===== src/rtl/dm_cache_wb_if.sv =====
// Requester and line-memory signal bundle for dm_cache_wb.
// The slave modport is the cache's view; the master modport is the requester/memory view.
interface dm_cache_wb_if #(
  parameter int WORD_SIZE      = 32,
  parameter int WORDS_PER_LINE = 4,
  parameter int ADDRESS_SIZE   = 32
);
  localparam int LINE_W = WORD_SIZE * WORDS_PER_LINE;

  logic                    req_valid;
  logic                    req_ready;
  logic                    req_we;
  logic [ADDRESS_SIZE-1:0] req_addr;
  logic [WORD_SIZE-1:0]    req_wdata;
  logic                    resp_valid;
  logic [WORD_SIZE-1:0]    resp_rdata;
  logic                    resp_hit;
  logic                    mem_req;
  logic                    mem_we;
  logic [ADDRESS_SIZE-1:0] mem_addr;
  logic [LINE_W-1:0]       mem_wdata;
  logic [LINE_W-1:0]       mem_rdata;
  logic                    mem_ack;

  modport slave (
    input  req_valid, req_we, req_addr, req_wdata, mem_rdata, mem_ack,
    output req_ready, resp_valid, resp_rdata, resp_hit,
           mem_req, mem_we, mem_addr, mem_wdata
  );

  modport master (
    output req_valid, req_we, req_addr, req_wdata, mem_rdata, mem_ack,
    input  req_ready, resp_valid, resp_rdata, resp_hit,
           mem_req, mem_we, mem_addr, mem_wdata
  );
endinterface


===== src/rtl/dm_cache_wb.sv =====
// Direct-mapped write-back/write-allocate cache: one request at a time, dirty victims
// are written back and lines refilled through a req/ack line-wide memory port.
module dm_cache_wb #(
  parameter int WORD_SIZE      = 32,
  parameter int WORDS_PER_LINE = 4,
  parameter int NUM_LINES      = 4,
  parameter int ADDRESS_SIZE   = 32
) (
  input logic          clk,
  input logic          rst,
  dm_cache_wb_if.slave bus
);
  localparam int OFFSET_W = $clog2(WORDS_PER_LINE);
  localparam int INDEX_W  = $clog2(NUM_LINES);
  localparam int TAG_W    = ADDRESS_SIZE - OFFSET_W - INDEX_W;

  typedef enum logic [1:0] {IDLE, COMPARE, WRITEBACK, FILL} state_t;

  state_t state, state_nxt;

  logic                    we_q;
  logic [ADDRESS_SIZE-1:0] addr_q;
  logic [WORD_SIZE-1:0]    wdata_q;
  logic                    miss_q;
  logic [NUM_LINES-1:0]    valid_q;
  logic [NUM_LINES-1:0]    dirty_q;
  logic [TAG_W-1:0]        tag_q  [NUM_LINES];
  logic [WORD_SIZE-1:0]    data_q [NUM_LINES][WORDS_PER_LINE];

  logic [TAG_W-1:0]        req_tag;
  logic [INDEX_W-1:0]      idx;
  logic [OFFSET_W-1:0]     off;
  logic                    hit;

  assign req_tag = addr_q[ADDRESS_SIZE-1 -: TAG_W];
  assign idx     = addr_q[OFFSET_W +: INDEX_W];
  assign off     = addr_q[OFFSET_W-1:0];
  assign hit     = valid_q[idx] && (tag_q[idx] == req_tag);

  always_ff @(posedge clk or posedge rst) begin
    if (rst) state <= IDLE;
    else     state <= state_nxt;
  end

  always_comb begin
    state_nxt = state;
    case (state)
      IDLE:      if (bus.req_valid) state_nxt = COMPARE;
      COMPARE: begin
        if (hit)                          state_nxt = IDLE;
        else if (valid_q[idx] && dirty_q[idx]) state_nxt = WRITEBACK;
        else                              state_nxt = FILL;
      end
      WRITEBACK: if (bus.mem_ack) state_nxt = FILL;
      FILL:      if (bus.mem_ack) state_nxt = COMPARE;
      default:   state_nxt = IDLE;
    endcase
  end

  // Memory-port outputs come straight from state and the latched request, so they
  // hold steady for the whole transaction and vanish the instant reset hits.
  always_comb begin
    bus.req_ready = 1'b0;
    bus.mem_req   = 1'b0;
    bus.mem_we    = 1'b0;
    bus.mem_addr  = '0;
    bus.mem_wdata = '0;
    case (state)
      IDLE: bus.req_ready = 1'b1;
      WRITEBACK: begin
        bus.mem_req  = 1'b1;
        bus.mem_we   = 1'b1;
        bus.mem_addr = {tag_q[idx], idx, {OFFSET_W{1'b0}}};
        for (int w = 0; w < WORDS_PER_LINE; w++)
          bus.mem_wdata[w*WORD_SIZE +: WORD_SIZE] = data_q[idx][w];
      end
      FILL: begin
        bus.mem_req  = 1'b1;
        bus.mem_addr = {req_tag, idx, {OFFSET_W{1'b0}}};
      end
      default: ;
    endcase
  end

  always_ff @(posedge clk or posedge rst) begin
    if (rst) begin
      we_q           <= 1'b0;
      addr_q         <= '0;
      wdata_q        <= '0;
      miss_q         <= 1'b0;
      valid_q        <= '0;
      dirty_q        <= '0;
      bus.resp_valid <= 1'b0;
      bus.resp_hit   <= 1'b0;
      bus.resp_rdata <= '0;
    end else begin
      bus.resp_valid <= 1'b0;
      case (state)
        IDLE: if (bus.req_valid) begin
          we_q    <= bus.req_we;
          addr_q  <= bus.req_addr;
          wdata_q <= bus.req_wdata;
          miss_q  <= 1'b0;
        end
        COMPARE: begin
          if (hit) begin
            bus.resp_valid <= 1'b1;
            bus.resp_hit   <= !miss_q;
            if (we_q) dirty_q[idx]   <= 1'b1;
            else      bus.resp_rdata <= data_q[idx][off];
          end else begin
            miss_q <= 1'b1;
          end
        end
        WRITEBACK: if (bus.mem_ack) dirty_q[idx] <= 1'b0;
        FILL: if (bus.mem_ack) begin
          valid_q[idx] <= 1'b1;
          dirty_q[idx] <= 1'b0;
        end
        default: ;
      endcase
    end
  end

  // Tag/data arrays carry no reset; valid bits alone qualify their contents.
  always_ff @(posedge clk) begin
    if (state == COMPARE && hit && we_q)
      data_q[idx][off] <= wdata_q;
    if (state == FILL && bus.mem_ack) begin
      tag_q[idx] <= req_tag;
      for (int w = 0; w < WORDS_PER_LINE; w++)
        data_q[idx][w] <= bus.mem_rdata[w*WORD_SIZE +: WORD_SIZE];
    end
  end
endmodule


===== src/flat_wrapper.sv =====
// flat-port wrapper written by rule: the top's interface ports become plain ports
module dm_cache_wb_flat 
#(
  parameter int WORD_SIZE      = 32,
  parameter int WORDS_PER_LINE = 4,
  parameter int NUM_LINES      = 4,
  parameter int ADDRESS_SIZE   = 32
)
  (clk, rst, bus_req_valid, bus_req_we, bus_req_addr, bus_req_wdata, bus_mem_rdata, bus_mem_ack, bus_req_ready, bus_resp_valid, bus_resp_rdata, bus_resp_hit, bus_mem_req, bus_mem_we, bus_mem_addr, bus_mem_wdata);
  dm_cache_wb_if #(.WORD_SIZE(WORD_SIZE), .WORDS_PER_LINE(WORDS_PER_LINE), .ADDRESS_SIZE(ADDRESS_SIZE)) bus_i ();
  input logic clk;
  input logic rst;
  input wire logic [$bits(bus_i.req_valid)-1:0] bus_req_valid;
  input wire logic [$bits(bus_i.req_we)-1:0] bus_req_we;
  input wire logic [$bits(bus_i.req_addr)-1:0] bus_req_addr;
  input wire logic [$bits(bus_i.req_wdata)-1:0] bus_req_wdata;
  input wire logic [$bits(bus_i.mem_rdata)-1:0] bus_mem_rdata;
  input wire logic [$bits(bus_i.mem_ack)-1:0] bus_mem_ack;
  output wire logic [$bits(bus_i.req_ready)-1:0] bus_req_ready;
  output wire logic [$bits(bus_i.resp_valid)-1:0] bus_resp_valid;
  output wire logic [$bits(bus_i.resp_rdata)-1:0] bus_resp_rdata;
  output wire logic [$bits(bus_i.resp_hit)-1:0] bus_resp_hit;
  output wire logic [$bits(bus_i.mem_req)-1:0] bus_mem_req;
  output wire logic [$bits(bus_i.mem_we)-1:0] bus_mem_we;
  output wire logic [$bits(bus_i.mem_addr)-1:0] bus_mem_addr;
  output wire logic [$bits(bus_i.mem_wdata)-1:0] bus_mem_wdata;
  assign bus_i.req_valid = bus_req_valid;
  assign bus_i.req_we = bus_req_we;
  assign bus_i.req_addr = bus_req_addr;
  assign bus_i.req_wdata = bus_req_wdata;
  assign bus_i.mem_rdata = bus_mem_rdata;
  assign bus_i.mem_ack = bus_mem_ack;
  assign bus_req_ready = bus_i.req_ready;
  assign bus_resp_valid = bus_i.resp_valid;
  assign bus_resp_rdata = bus_i.resp_rdata;
  assign bus_resp_hit = bus_i.resp_hit;
  assign bus_mem_req = bus_i.mem_req;
  assign bus_mem_we = bus_i.mem_we;
  assign bus_mem_addr = bus_i.mem_addr;
  assign bus_mem_wdata = bus_i.mem_wdata;
  dm_cache_wb #(.WORD_SIZE(WORD_SIZE), .WORDS_PER_LINE(WORDS_PER_LINE), .NUM_LINES(NUM_LINES), .ADDRESS_SIZE(ADDRESS_SIZE)) u_core (.clk(clk), .rst(rst), .bus(bus_i));
endmodule

===== config.mk =====
export PLATFORM = sky130hd
export DESIGN_NAME = dm_cache_wb_flat
export DESIGN_NICKNAME = d
export VERILOG_FILES = /design/src/rtl/dm_cache_wb_if.sv /design/src/rtl/dm_cache_wb.sv /design/src/flat_wrapper.sv
export SDC_FILE = /design/constraint.sdc
export NUM_CORES = 1
export LEC_CHECK = 0
export BUFFER_PORTS_ARGS = -buffer_cell sky130_fd_sc_hd__buf_2
export CORE_ASPECT_RATIO = 1.25
export CORE_MARGIN = 1.5
export CORE_UTILIZATION = 52
export DETAILED_ROUTE_END_ITERATION = 10
export PLACE_DENSITY = 0.76
export SYNTH_ARGS = -nofsm -noshare
export SYNTH_HDL_FRONTEND = slang
export SYNTH_SLANG_ARGS = --single-unit
export TNS_END_PERCENT = 5

===== constraint.sdc =====
create_clock -name clk -period 5.1 [get_ports clk]
set_clock_uncertainty 0.05 [all_clocks]
set_input_delay 1.02 -clock clk [delete_from_list [all_inputs] [get_ports clk]]
set_output_delay 1.02 -clock clk [all_outputs]
set_load 0.005 [all_outputs]

==> flow_summary.json <==
{
  "status": "complete, no violations",
  "drtAntennaViolNets": 0,
  "cts_hold_buf": 0,
  "die_w_um": 220,
  "min_from": "u_core.valid_q[1]$_DFFE_PP0P_",
  "synth_edf_count": 624,
  "yosysMostFrequentCell": "edfxtp_1",
  "startpoint_type": "flop",
  "fin_ws_ns": 0.645,
  "maxSlewViolCount": 0,
  "fin_util_pct": 62.1,
  "first_pass_iters": 7,
  "routabilityCongestion": 0.865,
  "die_y_um": 275,
  "synthDominantCellAreaShare_pct": 61.0,
  "rows": 99,
  "rsz0062_at_grt": "no",
  "synth_area_mm2": 0.0307,
  "port_buffers": 391,
  "tightestPinTransition_ns": 1.11,
  "p_leak_nw": 13.7,
  "area_delta_synth_final_pct": 18.0,
  "ys_warn_count": 0,
  "async_reset_ff_share_pct": 15.0,
  "remaining_drc_errors": 0,
  "setup_tns_ns": 0,
  "required_ns": 5.31,
  "total_power_mw": 20.9,
  "stdcell_count": 2986,
  "worstSetupPathType": "reg2reg",
  "cts-buffers-inserted": 73,
  "final_cell_area_mm2": 0.0363,
  "clock_path_buffers": 3,
  "rr_worst_depth": 9,
  "grt_use_total_pct": 26.3,
  "avgSynthCellArea_um2": 17.5,
  "worstPathArrival_ns": 4.66,
  "rr_startpoint": "u_core.addr_q[3]$_DFFE_PP0P_",
  "power.density_mw_per_mm2": 576,
  "cts.htree.levels": 3,
  "post_cts_buffers": 0,
  "seq_area_frac_synth_pct": 69.9,
  "slowest_delay_ns": 0.87,
  "worstHoldPathCells": 1,
  "r2r_end": "u_core.data_q[2][69]$_DFFE_PP_",
  "ys_ff_latch": 734,
  "finalHoldViolCount": 0,
  "path_max_fanout": 40,
  "cpMostUsedCell": "buf_4",
  "avgRoutedWirePerCell_um": 26.4,
  "post_cts_resized": 0,
  "fin_nets": 2372,
  "first_global_vias": 18087,
  "slew_headroom_pct": 25.6,
  "synth_largest_area_cell": "edfxtp_1",
  "maxCapViolations": 0,
  "dpl_cell_area_mm2": 0.0338,
  "fin_crit_sh_pct": 87.3,
  "dp_cells": 2853,
  "antenna_cells": 0,
  "place_ws_ns": 0.679,
  "synth_cells": 1756,
  "dieArea_mm2": 0.0606,
  "grt_max_degree": 139,
  "start_util_pct": 52.7,
  "max_freq_mhz": 224,
  "holdWs_ns": 0.414,
  "yosysUniqueCellTypes": 52,
  "synth_ff_type": "edfxtp_1",
  "fin_crit_ns": 4.45,
  "cts_tree": "done",
  "netlist_top_cells_area": "edfxtp_1 (61%), mux4_2 (13%), dfrtp_1 (9.0%)",
  "synth_common_cells": "edfxtp_1 (624), nand2_1 (313), mux4_2 (180)",
  "insertion_delay_ns": 0.62,
  "num_vias": 17722,
  "cts_sinks": 734,
  "setup_violations": 0,
  "coreArea_mm2": 0.0583,
  "dp_hpwl_um": 51100,
  "root_buffer": "clkbuf_16",
  "crit_chain": "mux2i_1 -> nor3b_1 -> a2111oi_0 -> nand3_1 -> nor3_1 -> nand3_2 -> buf_4 -> o31ai_4 -> buf_4",
  "via_per_inst": 5.94,
  "antenna_found_initial": 3,
  "drt_iter0_markers": 1714,
  "routed_wl_um": 78700,
  "cp_slowest_cell": "dfrtp_4",
  "min_to": "u_core.valid_q[1]$_DFFE_PP0P_",
  "boundaryPins": 394,
  "hp-class": "reg2reg",
  "grt_pass1_wl_um": 115000,
  "overflow": 0,
  "crit_path_end_kind": "flop",
  "drive_gt1_share_pct": 38.4,
  "r2r_setup_slack_ns": 0.65,
  "path_clk_slew_ns": 0.06,
  "ir_drop_uv": 461
}
-- layer usage --
layer / share of wire [%] / track usage (%)
met1: 39 / 34.8
met2: 51 / 44.4
met3: 7.2 / 4.23
met4: 3.3 / 9.43
met5: 0.044 / 0
-- worst max-delay path: cells and delay by family (launching register included) --
| kind | cells | cell delay (ns) |
|---|---|---|
| DFF | 1 | 0.87 |
| buffers and inverters | 2 | 0.81 |
| AOI/OAI and AO/OA | 2 | 0.90 |
| muxes | 1 | 0.40 |
| and+or+nand+nor | 4 | 1.02 |
-- cell usage in the layout, fill, tap and decap left out, types with 11 or more instances in the layout --
cell / netlist / final
buf_2: 15 / 391
mux4_2: 180 / 180
and2_1: 132 / 131
inv_1: 12 / 11
mux2i_1: 22 / 22
mux2_4: 17 / 17
o31ai_4: 0 / 15
clkbuf_16: 0 / 76
clkbuf_1: 67 / 17
dfrtp_1: 110 / 106
xnor2_1: 24 / 24
mux2_2: 81 / 81
edfxtp_1: 624 / 624
nand2_1: 313 / 311
a22o_1: 23 / 23
buf_4: 9 / 45
-- worst max-delay path by stage --
stage | startpoint | endpoint | slack, ns | depth (start not counted)
4_1_cts | u_core.addr_q[3]$_DFFE_PP0P_ | u_core.data_q[1][76]$_DFFE_PP_ | 0.62 | 9
3_5_place_dp | u_core.addr_q[3]$_DFFE_PP0P_ | u_core.data_q[1][73]$_DFFE_PP_ | 0.68 | 9
3_3_place_gp | u_core.addr_q[3]$_DFFE_PP0P_ | u_core.data_q[1][74]$_DFFE_PP_ | 0.86 | 9
5_1_grt | u_core.addr_q[3]$_DFFE_PP0P_ | u_core.data_q[1][69]$_DFFE_PP_ | 0.44 | 9
2_1_floorplan | u_core.addr_q[2]$_DFFE_PP0P_ | u_core.data_q[0][32]$_DFFE_PP_ | 0.04 | 8
6_report | u_core.addr_q[3]$_DFFE_PP0P_ | u_core.data_q[2][69]$_DFFE_PP_ | 0.65 | 9
-- power breakdown --
part           switching, mW  internal, mW
registers              0.644          8.14
logic                   3.84          2.84
clock network           2.23          3.20
-- kinds of logic (layout without fill, tap and decap cells) --
group / Yosys count / count (layout) / share of synthesized area, %
AND/OR/NAND/NOR: 500 / 500 / 7.65
other: 1 / 2 / 0.0122
multiplexers: 310 / 310 / 18.1
flip-flops: 734 / 734 / 69.9
XOR/XNOR: 27 / 27 / 0.770
buffers and inverters: 112 / 584 / 1.66
adder cells (fa/ha/maj): 4 / 4 / 0.163
AO/OA/AOI/OAI: 68 / 68 / 1.73
-- sequential cells by signal, summed over array words and instances (netlist names), 2 cells and up, named ones only --
register and count:
u_core.bus.resp_rdata 32, u_core.state 2, u_core.tag_q 112, u_core.addr_q 32, u_core.valid_q 4, u_core.data_q 512, u_core.wdata_q 32
-- area by class of cell --
cell class | instances | area, um2
clock inverter | 36 | 407
inverter | 12 | 50.0
tap | 757 | 947
timing repair buffer | 439 | 2350
sequential | 734 | 21500
multi-input combinational | 911 | 8980
clock buffer | 97 | 2020
fill | 4093 | 22100
Note: power is estimated with default switching activity, not from simulation.
